### config.mk
export PLATFORM = sky130hd
export DESIGN_NAME = axi4_lite_slave_read_responder
export DESIGN_NICKNAME = d
export VERILOG_FILES = /design/src/rtl/axi4_lite_slave_read_responder_pkg.sv /design/src/rtl/axi4_lite_slave_read_responder_addr_decoder.sv /design/src/rtl/axi4_lite_slave_read_responder.sv
export SDC_FILE = /design/constraint.sdc
export NUM_CORES = 1
export LEC_CHECK = 0
export ABC_AREA = 1
export CORE_UTILIZATION = 34
export DETAILED_ROUTE_END_ITERATION = 12
export PLACE_DENSITY = 0.77
export SYNTH_ARGS = -nofsm -noshare
export SYNTH_HDL_FRONTEND = slang
export SYNTH_SLANG_ARGS = --single-unit
### constraint.sdc
create_clock -name aclk -period 1.25 [get_ports aclk]
set_clock_uncertainty 0.1 [all_clocks]
set_input_delay 0.25 -clock aclk [delete_from_list [all_inputs] [get_ports aclk]]
set_output_delay 0.25 -clock aclk [all_outputs]
set_load 0.02 [all_outputs]
### src/rtl/axi4_lite_slave_read_responder_pkg.sv
// -----------------------------------------------------------------------------
// axi4_lite_slave_read_responder_pkg
//   Shared AXI4-Lite definitions for the slave read responder and its address
//   decoder. It holds the default bus widths, the AXI response codes and the
//   read-responder state encoding.
//   Ports: none (package).
// -----------------------------------------------------------------------------
package axi4_lite_slave_read_responder_pkg;

  // Default bus widths for the AXI4-Lite slave blocks.
  localparam int AXI_ADDRESS_WIDTH = 32;
  localparam int AXI_DATA_WIDTH    = 32;

  // AXI response codes. EXOKAY has no meaning on AXI4-Lite.
  typedef enum logic [1:0] {
    OKAY   = 2'b00,
    EXOKAY = 2'b01,
    SLVERR = 2'b10,
    DECERR = 2'b11
  } resp_e;

  // Read-responder states, encoded as plain constants.
  localparam logic [1:0] RD_IDLE     = 2'd0;
  localparam logic [1:0] RD_MEM_WAIT = 2'd1;
  localparam logic [1:0] RD_RESP     = 2'd2;

  // Width of a word index into a window of mem_size_bytes bytes.
  function automatic int word_index_width(input int mem_size_bytes, input int data_width);
    return $clog2(mem_size_bytes / (data_width / 8));
  endfunction

endpackage

### src/rtl/axi4_lite_slave_read_responder_addr_decoder.sv
// -----------------------------------------------------------------------------
// axi4_lite_read_addr_decoder
//   Combinational decode of an AXI4-Lite address against one memory window.
//   Ports:
//     addr      in   ADDRESS_WIDTH  byte address to decode
//     prot      in   3              AxPROT; only bit 0 (privileged) is used
//     in_range  out  1              addr lies inside [MEM_BASE, MEM_BASE+MEM_SIZE_BYTES)
//     priv_ok   out  1              access passes the privilege filter
//     word_idx  out  IDX_W          word index of addr within the window
// -----------------------------------------------------------------------------
module axi4_lite_read_addr_decoder
  import axi4_lite_slave_read_responder_pkg::*;
#(
  parameter int                       ADDRESS_WIDTH  = AXI_ADDRESS_WIDTH,
  parameter int                       DATA_WIDTH     = AXI_DATA_WIDTH,
  parameter logic [ADDRESS_WIDTH-1:0] MEM_BASE       = 'h0000_1000,
  parameter int                       MEM_SIZE_BYTES = 4096,
  parameter bit                       PRIV_ONLY      = 1'b0,
  localparam int                      IDX_W          = word_index_width(MEM_SIZE_BYTES, DATA_WIDTH)
) (
  input  logic [ADDRESS_WIDTH-1:0] addr,
  input  logic [2:0]               prot,
  output logic                     in_range,
  output logic                     priv_ok,
  output logic [IDX_W-1:0]         word_idx
);

  localparam int BYTE_LSB = $clog2(DATA_WIDTH / 8);

  // One extra bit so a window that touches the top of the address space
  // does not wrap its upper limit back to zero.
  logic [ADDRESS_WIDTH:0]   addr_ext;
  logic [ADDRESS_WIDTH:0]   base_ext;
  logic [ADDRESS_WIDTH:0]   limit_ext;
  logic [ADDRESS_WIDTH-1:0] offset;
  logic                     unused_prot;

  assign addr_ext  = {1'b0, addr};
  assign base_ext  = {1'b0, MEM_BASE};
  assign limit_ext = base_ext + (ADDRESS_WIDTH + 1)'(MEM_SIZE_BYTES);
  assign in_range  = (addr_ext >= base_ext) && (addr_ext < limit_ext);

  // Low byte-lane bits are dropped, so unaligned addresses hit the
  // containing word.
  assign offset   = addr - MEM_BASE;
  assign word_idx = IDX_W'(offset >> BYTE_LSB);

  assign priv_ok = !PRIV_ONLY || prot[0];

  // Secure/instruction attributes do not affect this window.
  assign unused_prot = &{1'b0, prot[2:1]};

endmodule

### src/rtl/axi4_lite_slave_read_responder.sv
// -----------------------------------------------------------------------------
// axi4_lite_slave_read_responder
//   AXI4-Lite slave read engine. It accepts one AR at a time, decodes it
//   against a single memory window, fetches one word from a variable-latency
//   memory port and returns the R beat under rready backpressure.
//   Ports:
//     aclk, aresetn             clock, asynchronous active-low reset
//     araddr/arprot/arvalid     AR channel from the master
//     arready                   AR ready (registered)
//     rdata/rresp/rvalid        R channel to the master (registered)
//     rready                    R ready from the master
//     mem_req/mem_addr          one-cycle read strobe and word index to memory
//     mem_rvalid/mem_rdata      memory read return
//     mem_err                   memory error, qualified by mem_rvalid
// -----------------------------------------------------------------------------
module axi4_lite_slave_read_responder
  import axi4_lite_slave_read_responder_pkg::*;
#(
  parameter int                       ADDRESS_WIDTH  = AXI_ADDRESS_WIDTH,
  parameter int                       DATA_WIDTH     = AXI_DATA_WIDTH,
  parameter logic [ADDRESS_WIDTH-1:0] MEM_BASE       = 'h0000_1000,
  parameter int                       MEM_SIZE_BYTES = 4096,
  parameter bit                       PRIV_ONLY      = 1'b0,
  localparam int                      MEM_ADDR_WIDTH = word_index_width(MEM_SIZE_BYTES, DATA_WIDTH)
) (
  input  logic                      aclk,
  input  logic                      aresetn,
  input  logic [ADDRESS_WIDTH-1:0]  araddr,
  input  logic [2:0]                arprot,
  input  logic                      arvalid,
  output logic                      arready,
  output logic [DATA_WIDTH-1:0]     rdata,
  output logic [1:0]                rresp,
  output logic                      rvalid,
  input  logic                      rready,
  output logic                      mem_req,
  output logic [MEM_ADDR_WIDTH-1:0] mem_addr,
  input  logic                      mem_rvalid,
  input  logic [DATA_WIDTH-1:0]     mem_rdata,
  input  logic                      mem_err
);

  logic [1:0]                state;
  logic                      dec_in_range;
  logic                      dec_priv_ok;
  logic [MEM_ADDR_WIDTH-1:0] dec_word_idx;

  // Decode straight off the AR bus; the result is only consumed on the
  // handshake edge, which is equivalent to latching araddr/arprot first.
  axi4_lite_read_addr_decoder #(
    .ADDRESS_WIDTH  (ADDRESS_WIDTH),
    .DATA_WIDTH     (DATA_WIDTH),
    .MEM_BASE       (MEM_BASE),
    .MEM_SIZE_BYTES (MEM_SIZE_BYTES),
    .PRIV_ONLY      (PRIV_ONLY)
  ) u_decoder (
    .addr     (araddr),
    .prot     (arprot),
    .in_range (dec_in_range),
    .priv_ok  (dec_priv_ok),
    .word_idx (dec_word_idx)
  );

  // NOTE: every register below uses non-blocking assignment so all state
  // updates on an edge see the pre-edge values; blocking here would create
  // order-dependent simulation and mismatches with the synthesized flops.
  always_ff @(posedge aclk or negedge aresetn) begin
    if (!aresetn) begin
      state    <= RD_IDLE;
      arready  <= 1'b0;
      rvalid   <= 1'b0;
      rdata    <= '0;
      rresp    <= OKAY;
      mem_req  <= 1'b0;
      mem_addr <= '0;
    end else begin
      // mem_req is a strobe: high only on the cycle after it is set.
      mem_req <= 1'b0;

      case (state)
        RD_IDLE: begin
          if (arready && arvalid) begin
            arready <= 1'b0;
            if (!dec_in_range) begin
              rresp  <= DECERR;
              rdata  <= '0;
              rvalid <= 1'b1;
              state  <= RD_RESP;
            end else if (!dec_priv_ok) begin
              rresp  <= SLVERR;
              rdata  <= '0;
              rvalid <= 1'b1;
              state  <= RD_RESP;
            end else begin
              mem_req  <= 1'b1;
              mem_addr <= dec_word_idx;
              state    <= RD_MEM_WAIT;
            end
          end else begin
            // Covers the first edge after reset as well as the idle hold.
            arready <= 1'b1;
          end
        end

        RD_MEM_WAIT: begin
          // Sampled from the mem_req cycle onward, so a zero-wait memory
          // can answer in the same cycle as the strobe.
          if (mem_rvalid) begin
            rdata  <= mem_rdata;
            rresp  <= mem_err ? SLVERR : OKAY;
            rvalid <= 1'b1;
            state  <= RD_RESP;
          end
        end

        RD_RESP: begin
          if (rready) begin
            rvalid  <= 1'b0;
            arready <= 1'b1;
            state   <= RD_IDLE;
          end
        end

        default: begin
          rvalid  <= 1'b0;
          arready <= 1'b0;
          state   <= RD_IDLE;
        end
      endcase
    end
  end

endmodule

==> metrics.log, run 1 <==
[metrics] status: finished with violations
[metrics] failing checks: setup timing
[metrics] pin slew with the least headroom to its limit: 0.263 ns
[metrics] FF+latch count, synth: just under 50
[metrics] uppermost metal layer occupied by signal nets: met4
[metrics] vias in the first global route: 2272
[metrics] fraction of registers with async set/reset: 100%
[metrics] data arrival time of the critical path: approximately 1.6 ns
[metrics] YS warnings: 0
[metrics] final setup slack of the worst path: -0.199 ns
[metrics] sequential fraction of the synthesis area: 58.6%
[metrics] share of the synthesized area in compound gates (AO/OA/AOI/OAI): less than 1%
[metrics] count of TritonRoute iterations in the first routing pass: 4
[metrics] commonest cells in the synthesized netlist: sky130_fd_sc_hd__nand2_1 (101), sky130_fd_sc_hd__dfrtp_1 (49), sky130_fd_sc_hd__nand3_1 (46)
[metrics] Crit path buffers/inverters: 2
[metrics] H-tree level count: 2
[metrics] class of the most critical setup path: reg -> reg
[metrics] most frequent cell after synthesis: sky130_fd_sc_hd__nand2_1
[metrics] setup slack of the worst register-to-register path: -0.20 ns
[metrics] TritonCTS clock tree: built
[metrics] dominant combinational cell family by area after synthesis: simple AND/OR/NAND/NOR gates
[metrics] maximum clock rate: approximately 690 MHz
[metrics] number of DRC violations after detailed routing: 0
[metrics] row cnt: 28
[metrics] finished layout cell area: between 3000 and 4000 um^2
[metrics] routed wire length: 6250 um
[metrics] slowest stage cell, crit path: sky130_fd_sc_hd__dfrtp_2
[metrics] HPWL after detailed placement: 4010 um
[metrics] worst min-delay path class: in -> async
[metrics] Slew Viols, Final: 0
[metrics] Finish-stage setup viols: 50
[metrics] x dimension of the die: 80.4 um
[metrics] EDFF count, synth: 0
[metrics] Met3 Wirelength: roughly 460 um
[metrics] placeable core area: 5920 um^2
[metrics] routed vias/inst: 4.64
[metrics] Worst Reg2Reg Path Length in Cells: 9
[metrics] overall die height: ~80 um
[metrics] clk slew on worst S/H paths: 0.09 ns
[metrics] maximum number of pins on one net before global-route repair: 50
[metrics] number of primary I/O pins: 120
[metrics] wire length per cell after detailed routing: 13.3 um
[metrics] pwr dens: 2310 nW/um^2
[metrics] layout overhead on the synthesized area: 80.4%
[metrics] number of nets in the synthesized netlist: 316
[metrics] Met2 Wirelength: 3060 um
[metrics] crit share post-route: 116%
[metrics] Unique masters post-synth: 17
[metrics] final hold violations: 0
[metrics] GRT overflow: 0
[metrics] largest cells by area after synthesis: sky130_fd_sc_hd__dfrtp_1 (59%), sky130_fd_sc_hd__nand2_1 (18%), sky130_fd_sc_hd__nand3_1 (11%)
[metrics] global placement routability congestion: 0.707
[metrics] IR drop worst, VDD: 1.20 mV
[metrics] synthesized-area fraction occupied by xor and xnor cells: 0%
[metrics] peak fanout along the critical path: 8
[metrics] cell area after technology mapping: around 2100 um^2
[metrics] max-cap violations: 0
[metrics] number of DRC markers after the initial detailed-route iteration: 107
[metrics] share of post-route cells with drive strength above 1: 31.8%
[metrics] number of filler instances in the final layout: 507
[metrics] startpoint of the lowest-slack register-to-register path: state[1]$_DFFE_PN0P_
[metrics] total via count in the routed design: 2185
[metrics] Sink Count: 49
[metrics] startpoint class of the critical path: flip-flop
[metrics] sequential cell area in the final layout: roughly 1200 um^2
[metrics] starting density of the core: 35.3%
[metrics] shortest clock period the worst path allows after layout: about 1.4 ns
[metrics] Largest delay share family, worst path: simple AND/OR/NAND/NOR gates
[metrics] antenna violations before repair: 0
[metrics] Yosys top cell area share: roughly three fifths
[metrics] synthesized-area fraction occupied by and/or/nand/nor cells: between 30% and 40%
[metrics] total die area: ~6500 um^2
[metrics] largest area contributor in the netlist: sky130_fd_sc_hd__dfrtp_1
[metrics] first-pass GRT wire length: 10200 um
[metrics] quantity of I/O buffers inserted on ports: ~110
[metrics] Final Total Pwr: 0.00872 W
[metrics] total global routing track utilization: between 20% and 30%
[metrics] length of routed wiring on met1: 2700 um
[metrics] Clock Root Buffer: sky130_fd_sc_hd__clkbuf_8
[metrics] worst endpoint required time: 1.35 ns
[metrics] RSZ-0062 raised after global routing: true
[metrics] combined area of the multi-input logic cells: 892 um^2
[metrics] Mapped Avg Cell Area: ~8.6 um^2
[metrics] worst stage delay on the critical path: around 0.42 ns
[metrics] clock buffer count from CTS: 5
[metrics] ys flop type: sky130_fd_sc_hd__dfrtp_1
[metrics] worst path cell trace: buf_12 -> nor2_4 -> nand2_2 -> nand2_4 -> nor2_4 -> nand2_8 -> clkbuf_16 -> nand2_1 -> nand2_1
[metrics] adder-cell area share of the yosys netlist: 0%
[metrics] worst reg2reg endpoint: rdata[30]$_DFFE_PN0P_
[metrics] Slew headroom: 82.5%
[metrics] multiplexer share of the synthesized area: 0%
[metrics] pre-CTS worst setup slack: -0.531 ns
[metrics] DRT antenna net count: 0
[metrics] diode insertion count for antenna repair: 0
[metrics] Placed Area: about 3500 um^2
[metrics] largest buffer count on any clock path: 2
[metrics] number of nets in the layout: 468
[metrics] total leakage power: 2.04 nW
[metrics] clk_lat worst skew: 0.29 ns
[metrics] crit path capture type: flip-flop
[metrics] count of mapped cells out of synthesis: 243
## metal layers
metal  GRT usage [%]  vias to the layer above
li1                -                     1075
met1            24.6                     1028
met2            36.0                       76
met3            5.23                        6
met4            3.57                        0
met5               0                        -
## logic make-up after synthesis
| logic type | Yosys count |
|---|---|
| flops | 49 |
| compound gates | 3 |
| simple gates | 172 |
| buf+inv | 19 |
## area by class of cell
cell class                 count  share of cell area (%)
timing repair buffer         155                    37.5
sequential                    49                    32.6
tap                           75                    2.49
inverter                       8                   0.796
clock inverter                 2                    1.03
clock buffer                   6                    1.92
multi-input combinational    176                    23.7
## stage by stage
step,instances,TNS [ns],util [%],hold WS (ns)
CTS,462,-6.36,60.9,0.372
global placement,445,-25.09,59.2,0.157
floorplan,243,-4.28,-,-0.146
finish,471,-7.49,63.7,0.360
detailed placement,445,-25.87,59.2,0.161
global route,471,-10.76,63.7,0.392
## worst register-to-register path, cell delays in order (launching register included)
cell and delay, ns:
sky130_fd_sc_hd__dfrtp_2 0.42, sky130_fd_sc_hd__buf_12 0.12, sky130_fd_sc_hd__nor2_4 0.03, sky130_fd_sc_hd__nand2_2 0.06
sky130_fd_sc_hd__nand2_4 0.07, sky130_fd_sc_hd__nor2_4 0.18, sky130_fd_sc_hd__nand2_8 0.10, sky130_fd_sc_hd__clkbuf_16 0.17
sky130_fd_sc_hd__nand2_1 0.06, sky130_fd_sc_hd__nand2_1 0.05
## timing repair
action                     CTS  global route
resized for setup          212            29
buffers inserted             4             8
hold endpoints to repair    49             0
hold buffers                 1             0
setup endpoints to repair   96            55
gates cloned                 4             1
pin swaps                    4             6
## cell usage in the layout, fill, tap and decap left out, drive strengths merged
master / count
clkinv: 1
and2: 1
nor2: 20
dfrtp: 49
dlymetal6s2s: 3
dlygate4sd3: 1
o21ai: 3
buf: 86
clkbuf: 7
inv: 8
clkdlybuf4s50: 63
nand4: 1
bufinv: 1
nand3: 47
nand2: 104
bufbuf: 1
## power by group
group	internal, W	total (W)	switching [W]
logic	0.00240	0.00503	0.00263
registers	0.00219	0.00256	0.000377
clock network	0.000601	0.00113	0.000526
## how the worst max path moves through the flow
stage / start / endpoint / slack [ns] / depth (start not counted)
after floorplan: state[1]$_DFFE_PN0P_ / state[1]$_DFFE_PN0P_ / -0.12 / 7
after global placement: araddr[12] / rdata[5]$_DFFE_PN0P_ / -0.51 / 10
after detailed placement: araddr[21] / rdata[6]$_DFFE_PN0P_ / -0.53 / 9
after CTS: state[1]$_DFFE_PN0P_ / rdata[14]$_DFFE_PN0P_ / -0.15 / 9
after global routing: state[1]$_DFFE_PN0P_ / rdata[30]$_DFFE_PN0P_ / -0.25 / 9
final: state[1]$_DFFE_PN0P_ / rdata[30]$_DFFE_PN0P_ / -0.20 / 9
## flip-flops by register name, summed over array words and instances, names as in the netlist
name,count
arready,1
rvalid,1
state,2
mem_req,1
mem_addr,10
rresp,2
rdata,32
Note: power is estimated with default switching activity, not from simulation.
==> run 2, diff against run 1 <==
--- a/config.mk
+++ b/config.mk
@@ -6,9 +6,9 @@
 export NUM_CORES = 1
 export LEC_CHECK = 0
 export ABC_AREA = 1
-export CORE_UTILIZATION = 34
+export CORE_UTILIZATION = 38
 export DETAILED_ROUTE_END_ITERATION = 12
-export PLACE_DENSITY = 0.77
+export PLACE_DENSITY = 0.81
 export SYNTH_ARGS = -nofsm -noshare
 export SYNTH_HDL_FRONTEND = slang
 export SYNTH_SLANG_ARGS = --single-unit
==> constraint.sdc (replaced) <==
create_clock -name aclk -period 1.45 [get_ports aclk]
set_clock_uncertainty 0.1 [all_clocks]
set_input_delay 0.29 -clock aclk [delete_from_list [all_inputs] [get_ports aclk]]
set_output_delay 0.29 -clock aclk [all_outputs]
set_load 0.02 [all_outputs]
==> metrics.log, run 2 (synthesis gave the netlist of run 1 again) <==
[metrics] crit share post-route: 97.7% (-18 points)
[metrics] non-filler instance count after layout: 440 (-6.6%)
[metrics] Sink Count: 49 (unchanged)
[metrics] number of flip-flops under the largest register name: 32 (unchanged)
[metrics] registers with the most flip-flops: rdata x32, mem_addr x10
[metrics] final hold violations: 0 (unchanged)
[metrics] starting density of the core: 40.2% (+4.9 points)
[metrics] maximum number of pins on one net before global-route repair: 50 (unchanged)
[metrics] routed wire length: 5560 um (-11%)
[metrics] pwr dens: 1760 nW/um^2 (-24%)
[metrics] total global routing track utilization: 19.6% (-0.62 points)
[metrics] GRT overflow: 0 (unchanged)
[metrics] routed vias/inst: 4.69 (+1.1%)
[metrics] number of nets in the layout: 442 (-5.6%)
[metrics] row cnt: 26 (-7.1%)
[metrics] data arrival time of the critical path: 1.55 ns (about the same)
[metrics] IR drop worst, VDD: 1.57 mV (+30%)
[metrics] Finish-stage setup viols: 0 (-100%)
[metrics] number of filler instances in the final layout: 452 (-11%)
[metrics] total via count in the routed design: 2063 (-5.6%)
[metrics] clock buffer count from CTS: 5 (unchanged)
[metrics] share of post-route cells with drive strength above 1: 12.4% (-19 points)
[metrics] shortest clock period the worst path allows after layout: 1.42 ns (-0.0333 ns)
[metrics] max-cap violations: 0 (unchanged)
[metrics] count of TritonRoute iterations in the first routing pass: 4 (unchanged)
[metrics] worst min-delay path class: reg -> reg
[metrics] number of DRC violations after detailed routing: 0 (unchanged)
[metrics] pin slew with the least headroom to its limit: 0.262 ns (-0.000612 ns)
[metrics] vias in the first global route: 2085 (-8.2%)
[metrics] combined area of the multi-input logic cells: 832 um^2 (-6.7%)
[metrics] layout overhead on the synthesized area: 70.6%
[metrics] overall die height: 76.2 um (-5.3%)
[metrics] worst endpoint required time: 1.58 ns (+0.23 ns)
[metrics] Largest delay share family, worst path: simple AND/OR/NAND/NOR gates
[metrics] leading cell type in the layout, fill and taps excluded: sky130_fd_sc_hd__nand2_1
[metrics] HPWL after detailed placement: 3890 um (-3.1%)
[metrics] TritonCTS clock tree: built
[metrics] register with the most flip-flops: rdata
[metrics] Placed Instances: 430 (-3.4%)
[metrics] Clock Root Buffer: sky130_fd_sc_hd__clkbuf_8
[metrics] DRT antenna net count: 0 (unchanged)
[metrics] total leakage power: 1.98 nW (-3.1%)
[metrics] RSZ-0062 raised after global routing: true
[metrics] pre-CTS worst setup slack: -0.377 ns (+0.154 ns)
[metrics] total die area: 5800 um^2 (-10%)
[metrics] wire length per cell after detailed routing: 12.6 um (-4.8%)
[metrics] origin of the worst setup path: state[1]$_DFFE_PN0P_
[metrics] startpoint class of the critical path: flip-flop
[metrics] start point of the worst hold path: rdata[21]$_DFFE_PN0P_
[metrics] Crit path buffers/inverters: 2 (unchanged)
[metrics] clk_lat worst skew: 0.29 ns (about the same)
[metrics] global placement routability congestion: 0.749 (+5.9%)
[metrics] startpoint of the lowest-slack register-to-register path: state[1]$_DFFE_PN0P_
[metrics] clk slew on worst S/H paths: 0.09 ns (about the same)
[metrics] antenna violations before repair: 0 (unchanged)
[metrics] Slew Viols, Final: 0 (unchanged)
[metrics] worst stage delay on the critical path: 0.48 ns (+0.06 ns)
[metrics] status: complete, no violations
[metrics] number of DRC markers after the initial detailed-route iteration: 131 (+22%)
[metrics] quantity of I/O buffers inserted on ports: 114 (unchanged)
[metrics] Slew headroom: 82.5% (about the same)
[metrics] H-tree level count: 2 (unchanged)
[metrics] slowest stage cell, crit path: sky130_fd_sc_hd__dfrtp_2
[metrics] crit path capture type: flip-flop
[metrics] largest buffer count on any clock path: 2 (unchanged)
[metrics] final setup slack of the worst path: 0.0340 ns (+0.233 ns)
[metrics] maximum clock rate: 706 MHz (+2.4%)
[metrics] x dimension of the die: 76.2 um (-5.3%)
[metrics] number of primary I/O pins: 120 (unchanged)
[metrics] class of the most critical setup path: reg -> reg
[metrics] first-pass GRT wire length: 9280 um (-8.6%)
[metrics] sequential cell area in the final layout: 1230 um^2 (-0.10%)
[metrics] number of buffers inserted by post-CTS setup repair: 0 (-4)
[metrics] worst path cell trace: nor2_4 -> inv_2 -> nor2_4 -> nand3_2 -> nand2_4 -> buf_12 -> nand2_1 -> nand2_1
[metrics] most frequent cells in the layout: sky130_fd_sc_hd__nand2_1 (100), sky130_fd_sc_hd__clkdlybuf4s50_1 (57), sky130_fd_sc_hd__dfrtp_1 (48), sky130_fd_sc_hd__dlygate4sd2_1 (44), sky130_fd_sc_hd__nand3_1 (41)
[metrics] diode insertion count for antenna repair: 0 (unchanged)
[metrics] peak fanout along the critical path: 19 (+11)
[metrics] placeable core area: 5200 um^2 (-12%)
[run 2: changes by cell type in the layout (fill, tap and decap cells not counted), sizes merged, moves of 3 or more]
cell           change
buf               -70
clkdlybuf4s50      -6
clkdlybuf4s15      +3
dlymetal6s2s       +6
dlygate4sd2       +44
[run 2: final cells by class]
type / instances / area share [%]
Timing Repair Buffer: 130 / 36.5
Sequential cell: 49 / 34.4
Multi-Input combinational cell: 175 / 23.3
Tap cell: 70 / 2.46
Clock buffer: 6 / 2.03
Inverter: 8 / 0.842
Clock inverter: 2 / 0.386
[run 2: stage by stage]
stage          setup TNS, ns  hold WS (ns)  utilization [%]  total power, W  instance area [um^2]
2_1_floorplan              0        -0.106                -         0.00403                  2090
3_3_place_gp          -14.64         0.196             65.6         0.00576                  3410
3_5_place_dp          -16.78         0.198             65.6         0.00582                  3410
4_1_cts             -0.00135         0.376             66.4         0.00626                  3460
5_1_grt                -1.89         0.395             68.5         0.00669                  3570
6_report                   0         0.373             68.5         0.00626                  3570
[run 2: metal layers]
layer,GRT usage (%),part of all wire (%),up-vias
met3,4.67,7.4,8
met2,34.4,48,80
li1,-,-,1021
met4,5.58,1.2,0
met5,0,0,-
met1,24.0,43,954
[run 2: path summary, 6_finish.rpt]
check	to	slack, ns	cells past startpoint
max	rdata[16]$_DFFE_PN0P_	0.03	8
min	rdata[21]$_DFFE_PN0P_	0.37	2
max reg2reg	rdata[16]$_DFFE_PN0P_	0.03	8
min reg2reg	rdata[21]$_DFFE_PN0P_	0.37	2
max in group asynchronous	state[1]$_DFFE_PN0P_	0.61	3
min in group asynchronous	rdata[22]$_DFFE_PN0P_	0.41	3
[run 2: worst min-delay path, cell delays in order (launching register included)]
cell,delay (ns)
sky130_fd_sc_hd__dfrtp_1,0.35
sky130_fd_sc_hd__nand2_1,0.05
sky130_fd_sc_hd__nand2_1,0.04
[run 2: timing repair]
action	CTS	global route
gates cloned	0	1
gates resized for setup	50	32
pin swaps	1	3
endpoints found under the hold margin	49	0
setup endpoints to repair	93	49
hold buffers	1	0
[run 2: where the power goes]
group,internal [W],leakage (nW),switching [W]
Sequential,0.00188,0.655,0.000318
Combinational,0.00138,1.28,0.00190
Clock,0.000344,0.0456,0.000439
Total,0.00361,1.98,0.00265
==> run 3, diff against run 2 <==
--- a/config.mk
+++ b/config.mk
@@ -6,9 +6,10 @@
 export NUM_CORES = 1
 export LEC_CHECK = 0
 export ABC_AREA = 1
-export CORE_UTILIZATION = 38
+export CORE_UTILIZATION = 41
 export DETAILED_ROUTE_END_ITERATION = 12
-export PLACE_DENSITY = 0.81
+export PLACE_DENSITY = 0.87
+export REMOVE_ABC_BUFFERS = 1
 export SYNTH_ARGS = -nofsm -noshare
 export SYNTH_HDL_FRONTEND = slang
 export SYNTH_SLANG_ARGS = --single-unit
==> constraint.sdc (replaced) <==
create_clock -name aclk -period 1.65 [get_ports aclk]
set_clock_uncertainty 0.1 [all_clocks]
set_input_delay 0.33 -clock aclk [delete_from_list [all_inputs] [get_ports aclk]]
set_output_delay 0.33 -clock aclk [all_outputs]
set_load 0.02 [all_outputs]
==> metrics.log, run 3 (synthesis gave the netlist of run 1 again) <==
[metrics] Final Total Pwr: 0.00554 W (-12%)
[metrics] HPWL after detailed placement: 4100 um (+5.5%)
[metrics] routed vias/inst: 4.71 (+0.38%)
[metrics] row cnt: 25 (-3.8%)
[metrics] TNS Setup: 0 ns (unchanged)
[metrics] register with the most flip-flops: rdata
[metrics] number of filler instances in the final layout: 405 (-10%)
[metrics] worst slack on hold paths: 0.371 ns (-0.00202 ns)
[metrics] clock buffer count from CTS: 5 (unchanged)
[metrics] combined area of the multi-input logic cells: 769 um^2 (-7.5%)
[metrics] largest buffer count on any clock path: 2 (unchanged)
[metrics] Sink Count: 49 (unchanged)
[metrics] leading cell type in the layout, fill and taps excluded: sky130_fd_sc_hd__nand2_1
[metrics] clk_lat worst skew: 0.30 ns (about the same)
[metrics] Slew headroom: 76.5% (-6.1 points)
[metrics] share of post-route cells with drive strength above 1: 9.49% (-2.9 points)
[metrics] number of nets in the layout: 441 (-0.23%)
[metrics] status: complete, no violations
[metrics] vias in the first global route: 2050 (-1.7%)
[metrics] Placed Area: 3410 um^2 (-0.11%)
[metrics] finished layout cell area: 3460 um^2 (-3.0%)
[metrics] TritonCTS clock tree: built
[metrics] layout overhead on the synthesized area: 65.5%
[metrics] DRT antenna net count: 0 (unchanged)
[metrics] Placed Instances: 427 (-0.70%)
[metrics] total global routing track utilization: 22.2% (+2.7 points)
[metrics] peak fanout along the critical path: 21 (+2)
[metrics] H-tree level count: 2 (unchanged)
[metrics] non-filler instance count after layout: 436 (-0.91%)
[metrics] pin slew with the least headroom to its limit: 0.353 ns (+0.0911 ns)
[metrics] IR drop worst, VDD: 0.902 mV (-42%)
[metrics] maximum number of pins on one net before global-route repair: 50 (unchanged)
[metrics] worst endpoint required time: 1.79 ns (+0.21 ns)
[metrics] most frequent cells in the layout: sky130_fd_sc_hd__nand2_1 (101), sky130_fd_sc_hd__clkdlybuf4s50_1 (66), sky130_fd_sc_hd__dfrtp_1 (49), sky130_fd_sc_hd__dlygate4sd2_1 (47), sky130_fd_sc_hd__nand3_1 (46)
[metrics] routed wire length: 5610 um (+0.97%)
[metrics] RSZ-0062 raised after global routing: false
[metrics] startpoint class of the critical path: flip-flop
[metrics] crit path capture type: flip-flop
[metrics] number of DRC violations after detailed routing: 0 (unchanged)
[metrics] Clock Root Buffer: sky130_fd_sc_hd__clkbuf_8
[metrics] sequential cell area in the final layout: 1230 um^2 (-0.10%)
[metrics] total die area: 5390 um^2 (-7.1%)
[metrics] total via count in the routed design: 2052 (-0.53%)
[metrics] Slew Viols, Final: 0 (unchanged)
[metrics] global placement routability congestion: 0.709 (-5.3%)
[metrics] first-pass GRT wire length: 9060 um (-2.4%)
[metrics] quantity of I/O buffers inserted on ports: 114 (unchanged)
[metrics] pwr dens: 1600 nW/um^2 (-8.9%)
[metrics] maximum clock rate: 656 MHz (-7.1%)
[metrics] registers with the most flip-flops: rdata x32, mem_addr x10
[metrics] GRT overflow: 0 (unchanged)
[metrics] x dimension of the die: 73.4 um (-3.6%)
[metrics] wire length per cell after detailed routing: 12.9 um (+1.9%)
[metrics] count of TritonRoute iterations in the first routing pass: 4 (unchanged)
[metrics] number of flip-flops under the largest register name: 32 (unchanged)
[metrics] class of the most critical setup path: reg -> reg
[metrics] antenna violations before repair: 0 (unchanged)
[metrics] number of primary I/O pins: 120 (unchanged)
[metrics] max-cap violations: 0 (unchanged)
[metrics] data arrival time of the critical path: 1.66 ns (+0.11 ns)
[metrics] total leakage power: 1.89 nW (-4.5%)
[metrics] Finish-stage setup viols: 0 (unchanged)
[metrics] placeable core area: 4820 um^2 (-7.5%)
[metrics] overall die height: 73.4 um (-3.6%)
[metrics] clk slew on worst S/H paths: 0.09 ns (about the same)
[metrics] number of DRC markers after the initial detailed-route iteration: 83 (-37%)
[metrics] crit share post-route: 92.4% (-5.3 points)
[metrics] worst min-delay path class: reg -> reg
[metrics] shortest clock period the worst path allows after layout: 1.52 ns (+0.108 ns)
[metrics] starting density of the core: 43.4% (+3.2 points)
[metrics] diode insertion count for antenna repair: 0 (unchanged)
[metrics] final hold violations: 0 (unchanged)
==> run 3: cell types whose count changed in the layout (fill, tap and decap cells not counted), sizes merged <==
cell / before / now
buf: 16 / 15
clkinv: 1 / 0
clkdlybuf4s15: 3 / 0
clkdlybuf4s50: 57 / 66
dlygate4sd2: 44 / 47
clkbuf: 6 / 5
dlymetal6s2s: 9 / 0
clkinvlp: 0 / 2
==> run 3: timing repair <==
item                                    in CTS  in global routing
hold endpoints to repair                    49                  0
hold buffers                                 1                  0
setup buffers                                0                  0
gates resized for setup                     47                  1
endpoints found under the setup margin      47                 15
==> run 3: worst paths after layout <==
check	startpoint	endpoint	cells after the start	slack, ns
max	state[1]$_DFFE_PN0P_	rdata[29]$_DFFE_PN0P_	8	0.13
min	rdata[24]$_DFFE_PN0P_	rdata[24]$_DFFE_PN0P_	2	0.37
max reg2reg	state[1]$_DFFE_PN0P_	rdata[29]$_DFFE_PN0P_	8	0.13
min reg2reg	rdata[24]$_DFFE_PN0P_	rdata[24]$_DFFE_PN0P_	2	0.37
max in group asynchronous	aresetn	rdata[3]$_DFFE_PN0P_	3	0.78
min in group asynchronous	aresetn	rdata[8]$_DFFE_PN0P_	3	0.43
==> run 3: report_power, final <==
group,switching [W],internal [W],leakage [nW]
Sequential,0.000261,0.00165,0.656
Combinational,0.00168,0.00121,1.19
Clock,0.000419,0.000308,0.0423
==> run 3: routing by layer <==
metal  part of all wire [%]  GRT usage [%]
met3                     10           8.50
met1                     39           23.3
met2                     50           41.4
met4                   0.80           6.20
met5                      0              0
==> run 3: final cells by class <==
cell class,instances,share of cell area [%]
Clock inverter,3,0.759
Sequential cell,49,35.4
Timing Repair Buffer,129,36.3
Multi-Input combinational cell,175,22.2
Clock buffer,5,1.99
Tap cell,67,2.42
Inverter,8,0.868
==> run 3: per-stage QoR <==
stage	setup slack [ns]	util [%]
final	0.126	71.8
after global routing	0.0370	71.8
after CTS	0.0968	71.8
after detailed placement	-0.226	70.8
after global placement	-0.180	70.8
after floorplan	-0.0964	-
==> run 3: worst max-delay path, cell delays in order (launching register included) <==
cell	delay, ns
sky130_fd_sc_hd__dfrtp_1	0.47
sky130_fd_sc_hd__nor2_2	0.14
sky130_fd_sc_hd__inv_1	0.06
sky130_fd_sc_hd__nor2_2	0.17
sky130_fd_sc_hd__nand3_2	0.13
sky130_fd_sc_hd__nand2_4	0.12
sky130_fd_sc_hd__buf_12	0.16
sky130_fd_sc_hd__nand2_1	0.06
sky130_fd_sc_hd__nand2_1	0.06
